`src/rtl/fir_xifu_wb.sv`:
```
// fir_xifu_wb -- write-back stage of the FIR XIFU coprocessor.
//
// Holds one offloaded instruction taken from the EX/WB register until its
// commit decision is known, its memory transaction has returned (XFIRLW and
// XFIRSW), and the core has accepted the X-interface result. On completion it
// writes the XIFU register file (load data for XFIRLW, dot product for
// XFIRDOTP) and returns the post-incremented address to core GPR rs1
// (XFIRLW/XFIRSW).
//
// Ports
//   clk_i, rst_ni            clock, asynchronous active-low reset
//   ex_*                     EX/WB entry handshake and payload
//   commit_*                 X-interface commit handshake (kill = 1 drops the entry)
//   mem_result_*             returned load/store data, id and bus error
//   rf_we_o/waddr_o/wdata_o  XIFU register-file write port (one-cycle strobe)
//   result_*                 X-interface result handshake and payload
//   busy_o                   an entry is held
//
// Build option
//   FIR_XIFU_WB_ERR_EN  when defined, a bus error on the memory result is
//                       reported on result_err_o and suppresses both the
//                       register-file write and the core GPR write. When
//                       undefined the error input is ignored.

module fir_xifu_wb #(
    parameter int unsigned ID_WIDTH = 4,
    parameter int unsigned XLEN     = 32,
    parameter int unsigned RF_AW    = 5
) (
    input  logic                clk_i,
    input  logic                rst_ni,

    input  logic                ex_valid_i,
    output logic                ex_ready_o,
    input  logic [ID_WIDTH-1:0] ex_id_i,
    input  logic [1:0]          ex_instr_i,
    input  logic [XLEN-1:0]     ex_result_i,
    input  logic [RF_AW-1:0]    ex_rd_i,
    input  logic [4:0]          ex_rs1_i,

    input  logic                commit_valid_i,
    input  logic [ID_WIDTH-1:0] commit_id_i,
    input  logic                commit_kill_i,

    input  logic                mem_result_valid_i,
    input  logic [ID_WIDTH-1:0] mem_result_id_i,
    input  logic [XLEN-1:0]     mem_result_rdata_i,
    input  logic                mem_result_err_i,

    output logic                rf_we_o,
    output logic [RF_AW-1:0]    rf_waddr_o,
    output logic [XLEN-1:0]     rf_wdata_o,

    output logic                result_valid_o,
    input  logic                result_ready_i,
    output logic [ID_WIDTH-1:0] result_id_o,
    output logic [XLEN-1:0]     result_data_o,
    output logic [4:0]          result_rd_o,
    output logic                result_we_o,
    output logic                result_err_o,

    output logic                busy_o
);

    typedef enum logic [1:0] {
        INSTR_NONE = 2'd0,
        INSTR_LW   = 2'd1,
        INSTR_SW   = 2'd2,
        INSTR_DOTP = 2'd3
    } instr_e;

    typedef enum logic [1:0] {
        S_IDLE,
        S_WAIT,
        S_RESP,
        S_DRAIN
    } state_e;

    state_e              state_q, state_d;

    // Held entry
    logic [ID_WIDTH-1:0] id_q;
    instr_e              instr_q;
    logic [XLEN-1:0]     result_q;
    logic [RF_AW-1:0]    rd_q;
    logic [4:0]          rs1_q;
    logic                commit_q;
    logic                kill_q;
    logic                mem_done_q;
    logic [XLEN-1:0]     rdata_q;

    // Early-commit slot
    logic                early_v_q;
    logic [ID_WIDTH-1:0] early_id_q;
    logic                early_kill_q;

    // Register-file write port
    logic                rf_we_q;
    logic [RF_AW-1:0]    rf_waddr_q;
    logic [XLEN-1:0]     rf_wdata_q;

    logic                accept;
    logic                held;
    logic                deciding;
    logic [ID_WIDTH-1:0] cur_id;
    instr_e              cur_instr;
    logic [XLEN-1:0]     cur_result;
    logic [RF_AW-1:0]    cur_rd;
    logic                needs_mem;
    logic                commit_match;
    logic                early_hit;
    logic                early_store;
    logic                mem_match;
    logic                mem_hit;
    logic                seen;
    logic                kill;
    logic                mem_done;
    logic [XLEN-1:0]     rdata_now;
    logic                rf_we_d;
    logic [XLEN-1:0]     rf_wdata_d;
    logic                err_q;
    logic                err_cur;
    logic                resp;
    logic                mem_instr_q;

    // The accept cycle is evaluated exactly like a WAIT cycle, with the
    // incoming EX payload and the early-commit slot standing in for the
    // latched fields, so a fully satisfied entry skips WAIT entirely.
    always_comb begin
        accept      = (state_q == S_IDLE) && ex_valid_i && (instr_e'(ex_instr_i) != INSTR_NONE);
        held        = accept || (state_q != S_IDLE);
        deciding    = accept || (state_q == S_WAIT);

        cur_id      = (state_q == S_IDLE) ? ex_id_i              : id_q;
        cur_instr   = (state_q == S_IDLE) ? instr_e'(ex_instr_i) : instr_q;
        cur_result  = (state_q == S_IDLE) ? ex_result_i          : result_q;
        cur_rd      = (state_q == S_IDLE) ? ex_rd_i              : rd_q;
        needs_mem   = (cur_instr == INSTR_LW) || (cur_instr == INSTR_SW);

        commit_match = commit_valid_i && held && (commit_id_i == cur_id);
        early_store  = commit_valid_i && !commit_match;
        early_hit    = accept && early_v_q && (early_id_q == ex_id_i);

        mem_match    = mem_result_valid_i && held && (mem_result_id_i == cur_id);
        mem_hit      = mem_match && needs_mem;

        if (state_q == S_IDLE) begin
            seen = early_hit || commit_match;
            kill = commit_match ? commit_kill_i : early_kill_q;
        end else begin
            seen = commit_q || commit_match;
            kill = commit_match ? commit_kill_i : kill_q;
        end

        mem_done  = ((state_q == S_WAIT) && mem_done_q) || mem_hit;
        rdata_now = mem_hit ? mem_result_rdata_i : rdata_q;
    end

    always_comb begin
        state_d    = state_q;
        rf_we_d    = 1'b0;
        rf_wdata_d = (cur_instr == INSTR_LW) ? rdata_now : cur_result;
        unique case (state_q)
            S_IDLE, S_WAIT: begin
                if (deciding) begin
                    if (seen && !kill && (!needs_mem || mem_done)) begin
                        state_d = S_RESP;
                        rf_we_d = (cur_instr == INSTR_DOTP) ||
                                  ((cur_instr == INSTR_LW) && !err_cur);
                    end else if (seen && kill) begin
                        state_d = (needs_mem && !mem_done) ? S_DRAIN : S_IDLE;
                    end else begin
                        state_d = S_WAIT;
                    end
                end
            end
            S_RESP: begin
                if (result_ready_i) begin
                    state_d = S_IDLE;
                end
            end
            S_DRAIN: begin
                if (mem_match) begin
                    state_d = S_IDLE;
                end
            end
            default: state_d = S_IDLE;
        endcase
    end

    always_ff @(posedge clk_i or negedge rst_ni) begin
        if (!rst_ni) begin
            state_q      <= S_IDLE;
            id_q         <= '0;
            instr_q      <= INSTR_NONE;
            result_q     <= '0;
            rd_q         <= '0;
            rs1_q        <= '0;
            commit_q     <= 1'b0;
            kill_q       <= 1'b0;
            mem_done_q   <= 1'b0;
            rdata_q      <= '0;
            early_v_q    <= 1'b0;
            early_id_q   <= '0;
            early_kill_q <= 1'b0;
            rf_we_q      <= 1'b0;
            rf_waddr_q   <= '0;
            rf_wdata_q   <= '0;
        end else begin
            state_q <= state_d;
            if (accept) begin
                id_q     <= ex_id_i;
                instr_q  <= instr_e'(ex_instr_i);
                result_q <= ex_result_i;
                rd_q     <= ex_rd_i;
                rs1_q    <= ex_rs1_i;
            end
            if (deciding) begin
                commit_q   <= seen;
                kill_q     <= kill;
                mem_done_q <= mem_done;
            end
            if (mem_hit) begin
                rdata_q <= mem_result_rdata_i;
            end
            // A fresh unmatched commit takes the slot even when the old
            // contents are consumed in the same cycle.
            if (early_store) begin
                early_v_q    <= 1'b1;
                early_id_q   <= commit_id_i;
                early_kill_q <= commit_kill_i;
            end else if (early_hit) begin
                early_v_q <= 1'b0;
            end
            rf_we_q <= rf_we_d;
            if (rf_we_d) begin
                rf_waddr_q <= cur_rd;
                rf_wdata_q <= rf_wdata_d;
            end
        end
    end

`ifdef FIR_XIFU_WB_ERR_EN
    always_comb begin
        err_cur = mem_hit ? mem_result_err_i : (accept ? 1'b0 : err_q);
    end

    always_ff @(posedge clk_i or negedge rst_ni) begin
        if (!rst_ni) begin
            err_q <= 1'b0;
        end else if (deciding) begin
            err_q <= err_cur;
        end
    end
`else
    logic unused_err;
    assign unused_err = mem_result_err_i;
    assign err_q      = 1'b0;
    assign err_cur    = 1'b0;
`endif

    assign resp        = (state_q == S_RESP);
    assign mem_instr_q = (instr_q == INSTR_LW) || (instr_q == INSTR_SW);

    assign ex_ready_o     = (state_q == S_IDLE);
    assign busy_o         = (state_q != S_IDLE);

    assign rf_we_o        = rf_we_q;
    assign rf_waddr_o     = rf_waddr_q;
    assign rf_wdata_o     = rf_wdata_q;

    assign result_valid_o = resp;
    assign result_id_o    = resp ? id_q : '0;
    assign result_data_o  = (resp && mem_instr_q) ? result_q : '0;
    assign result_rd_o    = (resp && mem_instr_q) ? rs1_q : '0;
    assign result_we_o    = resp && mem_instr_q && !err_q;
    assign result_err_o   = resp && err_q;

endmodule

```
`config.mk`:
```
export PLATFORM = sky130hd
export DESIGN_NAME = fir_xifu_wb
export DESIGN_NICKNAME = d
export VERILOG_FILES = /design/src/rtl/fir_xifu_wb.sv
export SDC_FILE = /design/constraint.sdc
export NUM_CORES = 1
export LEC_CHECK = 0
export ABC_CLOCK_PERIOD_IN_PS = 4200
export BUFFER_PORTS_ARGS = -buffer_cell sky130_fd_sc_hd__buf_2
export CAP_MARGIN = 10
export CORE_AREA = 8 8 120 122
export CTS_CLUSTER_SIZE = 12
export DETAILED_ROUTE_END_ITERATION = 8
export DIE_AREA = 0 0 128 130
export PLACE_DENSITY = 0.78
export SLEW_MARGIN = 40
export SYNTH_ARGS = -nofsm -noshare
export SYNTH_HDL_FRONTEND = slang
export SYNTH_SLANG_ARGS = --single-unit
```
`constraint.sdc`:
```
create_clock -name clk_i -period 4.2 [get_ports clk_i]
set_input_delay 0.42 -clock clk_i [delete_from_list [all_inputs] [get_ports clk_i]]
set_output_delay 0.42 -clock clk_i [all_outputs]
set_load 0.05 [all_outputs]
```
# After elaboration in Yosys (flattened, before gate mapping)
# Cells that the tools add are included.
dict set report word_totals {
  output_inout_bits 84
  reg_bits 129
  elab_cells 90
  input_bits 96
}
dict set report classes {
  reduce_logical 35
  mux 25
  n_eq_ne 14
}
# cell count
set ops {}
lappend ops {{two-way mux 32 bit} 4}
lappend ops {{logical AND 1 bit} 16}
lappend ops {{two-way mux 2 bit} 7}
lappend ops {{equality test 4 bit} 3}
lappend ops {{equality test 2 bit, second input constant} 5}
lappend ops {{two-way mux 5 bit} 2}
lappend ops {{logical OR 1 bit} 9}
lappend ops {{two-way mux 1 bit} 9}
lappend ops {{two-way mux 4 bit} 2}
lappend ops {{equality test 2 x 1 -> 1 bit, second input constant} 3}
lappend ops {{!= test 2 bit, second input constant} 3}
lappend ops {{one-hot mux 2 bit (3 select lines)} 1}
lappend ops {{nonzero test 2 bit} 3}
lappend ops {{logical NOT 1 bit} 4}
lappend ops {{AND reduction 3 bit} 1}
lappend ops {{logical NOT 2 bit} 1}
lappend ops {{OR reduction 2 bit} 1}

# Longest topological paths before layout
dict set report logic_depth {
  word_depth 15
  mapped_depth 14
  depth_no_buf 11
}

# Least setup slack after synthesis
# OpenSTA, ideal clock, no wires.
dict set report synth_path {
  path_type {register to register}
  start {register state_q[1]}
  end {register rf_wdata_q[16], in the netlist rf_wdata_o[16]}
  stages_incl_launch_ff 13
  t_arrival_ps 3420
  setup_time_ps 127
  path_buffers 3
  path_slack_ps 652
  required_time_ps 4073
  cell_sequence {dfrtp_1 buf_4 nor2_4 clkbuf_1 mux2i_1 ha_1 inv_1 nand4_1 nor4_4 buf_2 mux2_2 o21a_1 mux2_1}
}
# element line_no
set synth_rtl {}
lappend synth_rtl {{from (decl)} 79} ;# state_e state_q, state_d;
lappend synth_rtl {{from (signal assigned)} 210} ;# state_q <= state_d;
lappend synth_rtl {{logical NOT 2 bit *} --}
lappend synth_rtl {{net ex_ready_o} 34} ;# output logic ex_ready_o,
lappend synth_rtl {{branches (longest 5 deep; another with two-way mux 4 bit)} --}
lappend synth_rtl {{logical AND 1 bit *} 145} ;# mem_hit = mem_match && needs_mem;
lappend synth_rtl {{two-way mux 32 bit *} --}
lappend synth_rtl {{net rdata_now[16]} 118} ;# logic [XLEN-1:0] rdata_now;
lappend synth_rtl {{two-way mux 32 bit *} 162} ;# rf_wdata_d = (cur_instr == INSTR_LW) ? rdata_now : cur_result;
lappend synth_rtl {{to (signal assigned)} 238} ;# rf_wdata_q <= rf_wdata_d;
lappend synth_rtl {{to (decl)} 100} ;# logic [XLEN-1:0] rf_wdata_q;
# Mark *: on every way through the listed nets, which the timed path passes.
# A chain may end at the register's enable or synchronous reset.

# Final worst setup path
dict set report layout_path {
  start {register state_q[0]}
  end {register rf_wdata_q[20], in the netlist rf_wdata_o[20]}
}
dict set report layout_via {
  elab_chain_len 14
}
# element
set layout_rtl {}
lappend layout_rtl {{branches (longest 14 deep; another with two-way mux 4 bit)}}
# Parallel ways; which one is timed is not known.

==> results.cfg <==
[outcome]
outcome = finished clean

[die]
die_x_um = 128
num_rows = 41
core_area_um2 = 12400
ios = 180
start_util_pct = 50.7
fp.dieH_um = 130
fp.dieArea_um2 = 16600

[synthesis]
synthCells = 658
yosys-top-cells-area = dfrtp_1 51%, nand2_1 14%, mux2_2 8.6%
yosysWarnings = 0
netlist_area_um2 = 6290
ys_ff_latch = 129
syn_avg_cell_area_um2 = 9.56
synth_cell_types = 40
synth_common_cells = 237 x nand2_1, 129 x dfrtp_1, 48 x mux2_2
synth_edf_count = 0
synth_top_cell_by_area = dfrtp_1
synthArstFlopShare_pct = 100
synth.most_common_cell = nand2_1
ys_seq_area_share_pct = 51.3
synth_top_area_share_pct = 51.3
synthesis.nets = 755
synthFlopType = dfrtp_1

[critical_path]
critical_path_class = reg2reg
startpoint_type = flop
crit_fanout = 42
cp.required_ns = 4.48
worstPathArrival_ns = 3.47
end_kind = flop

[layout]
area_growth_pct = 26.7
drive_gt1_share_pct = 33.1
final.fill_count = 1063
fin_area_um2 = 7980
final_nets = 920

[global_route]
busiest_layer = met2
antenna_found_initial = 0
track_usage_pct = 20.7
grt_pass1_wl_um = 27100
grt_max_degree = 72
globalRouteMet2Util_pct = 34.0
grt_util_met1_pct = 24.7
grt_pass1_vias = 5492
grt-ovfl-total = 0
met3_usage_pct = 7.71

[placement]
dpl.hpwl_um = 11200
numPortBuffers = 177
place_congestion = 0.787
place_area_um2 = 7330

[pwr]
pwr-share-seq_pct = 30.6
switchingPower_uw = 2980
p_per_area_nw_per_um2 = 867
pwr-share-comb_pct = 46.7
leakagePower_uw = 0.00441
p_total_uw = 6920
ir_worst_vdd_mv = 0.542
internal-power_uw = 3930
swShare_pct = 43.1
clock_power_share_pct = 22.8

[drt]
drc = 0
wl_per_cell_um = 16.5
vias = 5183
drt-vias-per-instance = 5.13
drtPass1Iterations = 4
drt_iter0_drc = 360
wirelength_um = 16700
ant_nets = 0

[timing]
final.min_clock_period_ns = 3.19
worst_pin_slew_ns = 0.795
rsz0062_at_grt = false
relSlewSlack_pct = 47.0
slew_violations = 0
period_share_pct = 76.0
finClkSkew_ns = 0.00494
finalHoldViolations = 0
setup_viol = 0
timing.fmax_ghz = 0.313
tns_ns = 0

[clock_tree]
cts-htree-levels = 4
cts_sinks = 129
clk_path_buf_depth = 2
worstSkewPairLatency_ns = 0.41
clockRootBuffer = clkbuf_16
holdBufCountCts = 0
post_cts_resized = 0
postCtsSetupBuffers = 0
cts.clk_slew.worst_paths_ns = 0.06
numCtsBuffers = 17
cts_tree = built

[min_path]
hp-class = in2async

[job]
cap_violations = 0
## flip-flops by register name, indices dropped and copies added, names as in the netlist, 2 cells and up
register,cells
state_q,2
result_q,32
rf_wdata_o,32
rs1_q,5
rdata_q,32
rf_waddr_o,5
instr_q,2
early_id_q,4
id_q,4
rd_q,5
## stage by stage
stage                     utilization (%)  instances  worst slack [ns]  hold slack [ns]
after global placement               59.0        976              1.04            0.450
after CTS                            64.2       1008             0.986           0.0385
after floorplan                         -        658             0.652            0.124
after global routing                 64.2       1008             0.806           0.0611
after detailed placement             59.1        976              1.01            0.458
final                                64.3       1010              1.01          0.00922
## worst paths after layout
path	from	to	slack (ns)	cells past startpoint
min in group clk_i	ex_rs1_i[3]	rs1_q[3]	0.20	3
min reg2reg	rs1_q[2]	rs1_q[2]	0.47	2
max in group asynchronous	rst_ni	result_q[25]	3.43	2
max reg2reg	state_q[0]	rf_wdata_o[20]	1.01	10
min	rst_ni	rf_wdata_o[5]	0.009	1
max	state_q[0]	rf_wdata_o[20]	1.01	10
## power by group through the flow
stage | Sequential [uW] | Combinational (uW) | Clock, uW
global route | 2190 | 3530 | 1660
CTS | 2110 | 3270 | 1600
global placement | 2100 | 3190 | 0
detailed placement | 2120 | 3250 | 0
finish | 2110 | 3230 | 1570
floorplan | 2660 | 1890 | 0
## routing by layer
layer  wire length (um)  up-vias
met5                  0        -
met1               7410     2485
met4                189        0
met3               1340       18
li1                   -     2516
met2               7770      164
## cells by family after synthesis
kind of cell             Yosys count  synth area share, %
flip-flops                       129                 51.3
adder cells (fa/ha/maj)            1                0.199
XOR/XNOR                          12                 1.67
multiplexers                      80                 14.2
buffers and inverters             48                 3.36
AO/OA/AOI/OAI                     53                 5.94
AND/OR/NAND/NOR                  334                 23.3
other                              1               0.0596
## cell usage in the layout, fill, tap and decap left out, types with 3 or more instances in the layout
cell / count
nand2_1: 236
buf_2: 176
dfrtp_1: 129
mux2_2: 48
and3_1: 37
nand3_1: 35
o21a_1: 34
mux2_1: 26
clkbuf_16: 17
buf_4: 10
o21ai_0: 9
xnor2_1: 8
mux2i_1: 6
and2_1: 6
nor2_1: 5
inv_1: 4
bufinv_16: 4
clkbuf_8: 4
xor2_1: 3
clkinvlp_4: 3
## worst max-delay path, stage by stage (launching register included)
cell     delay (ns)
dfrtp_1        0.62
nor2_4         0.12
inv_2          0.08
buf_4          0.45
o21ai_0        0.18
a21oi_1        0.14
nand4_1        0.26
mux2i_1        0.24
and4b_2        0.25
buf_4          0.33
mux2_1         0.37
## cell type report
cell class / count / area [um2] / area share, %
repair buffers: 188 / 987 / 12.4
clock inverters: 9 / 153 / 1.91
inverters: 6 / 25.0 / 0.314
flip-flops and latches: 129 / 3230 / 40.5
multi-input cells: 481 / 2880 / 36.0
well taps: 172 / 215 / 2.70
diodes: 2 / 5.00 / 0.0627
clock buffers: 23 / 488 / 6.12
Note: power is estimated with default switching activity, not from simulation.
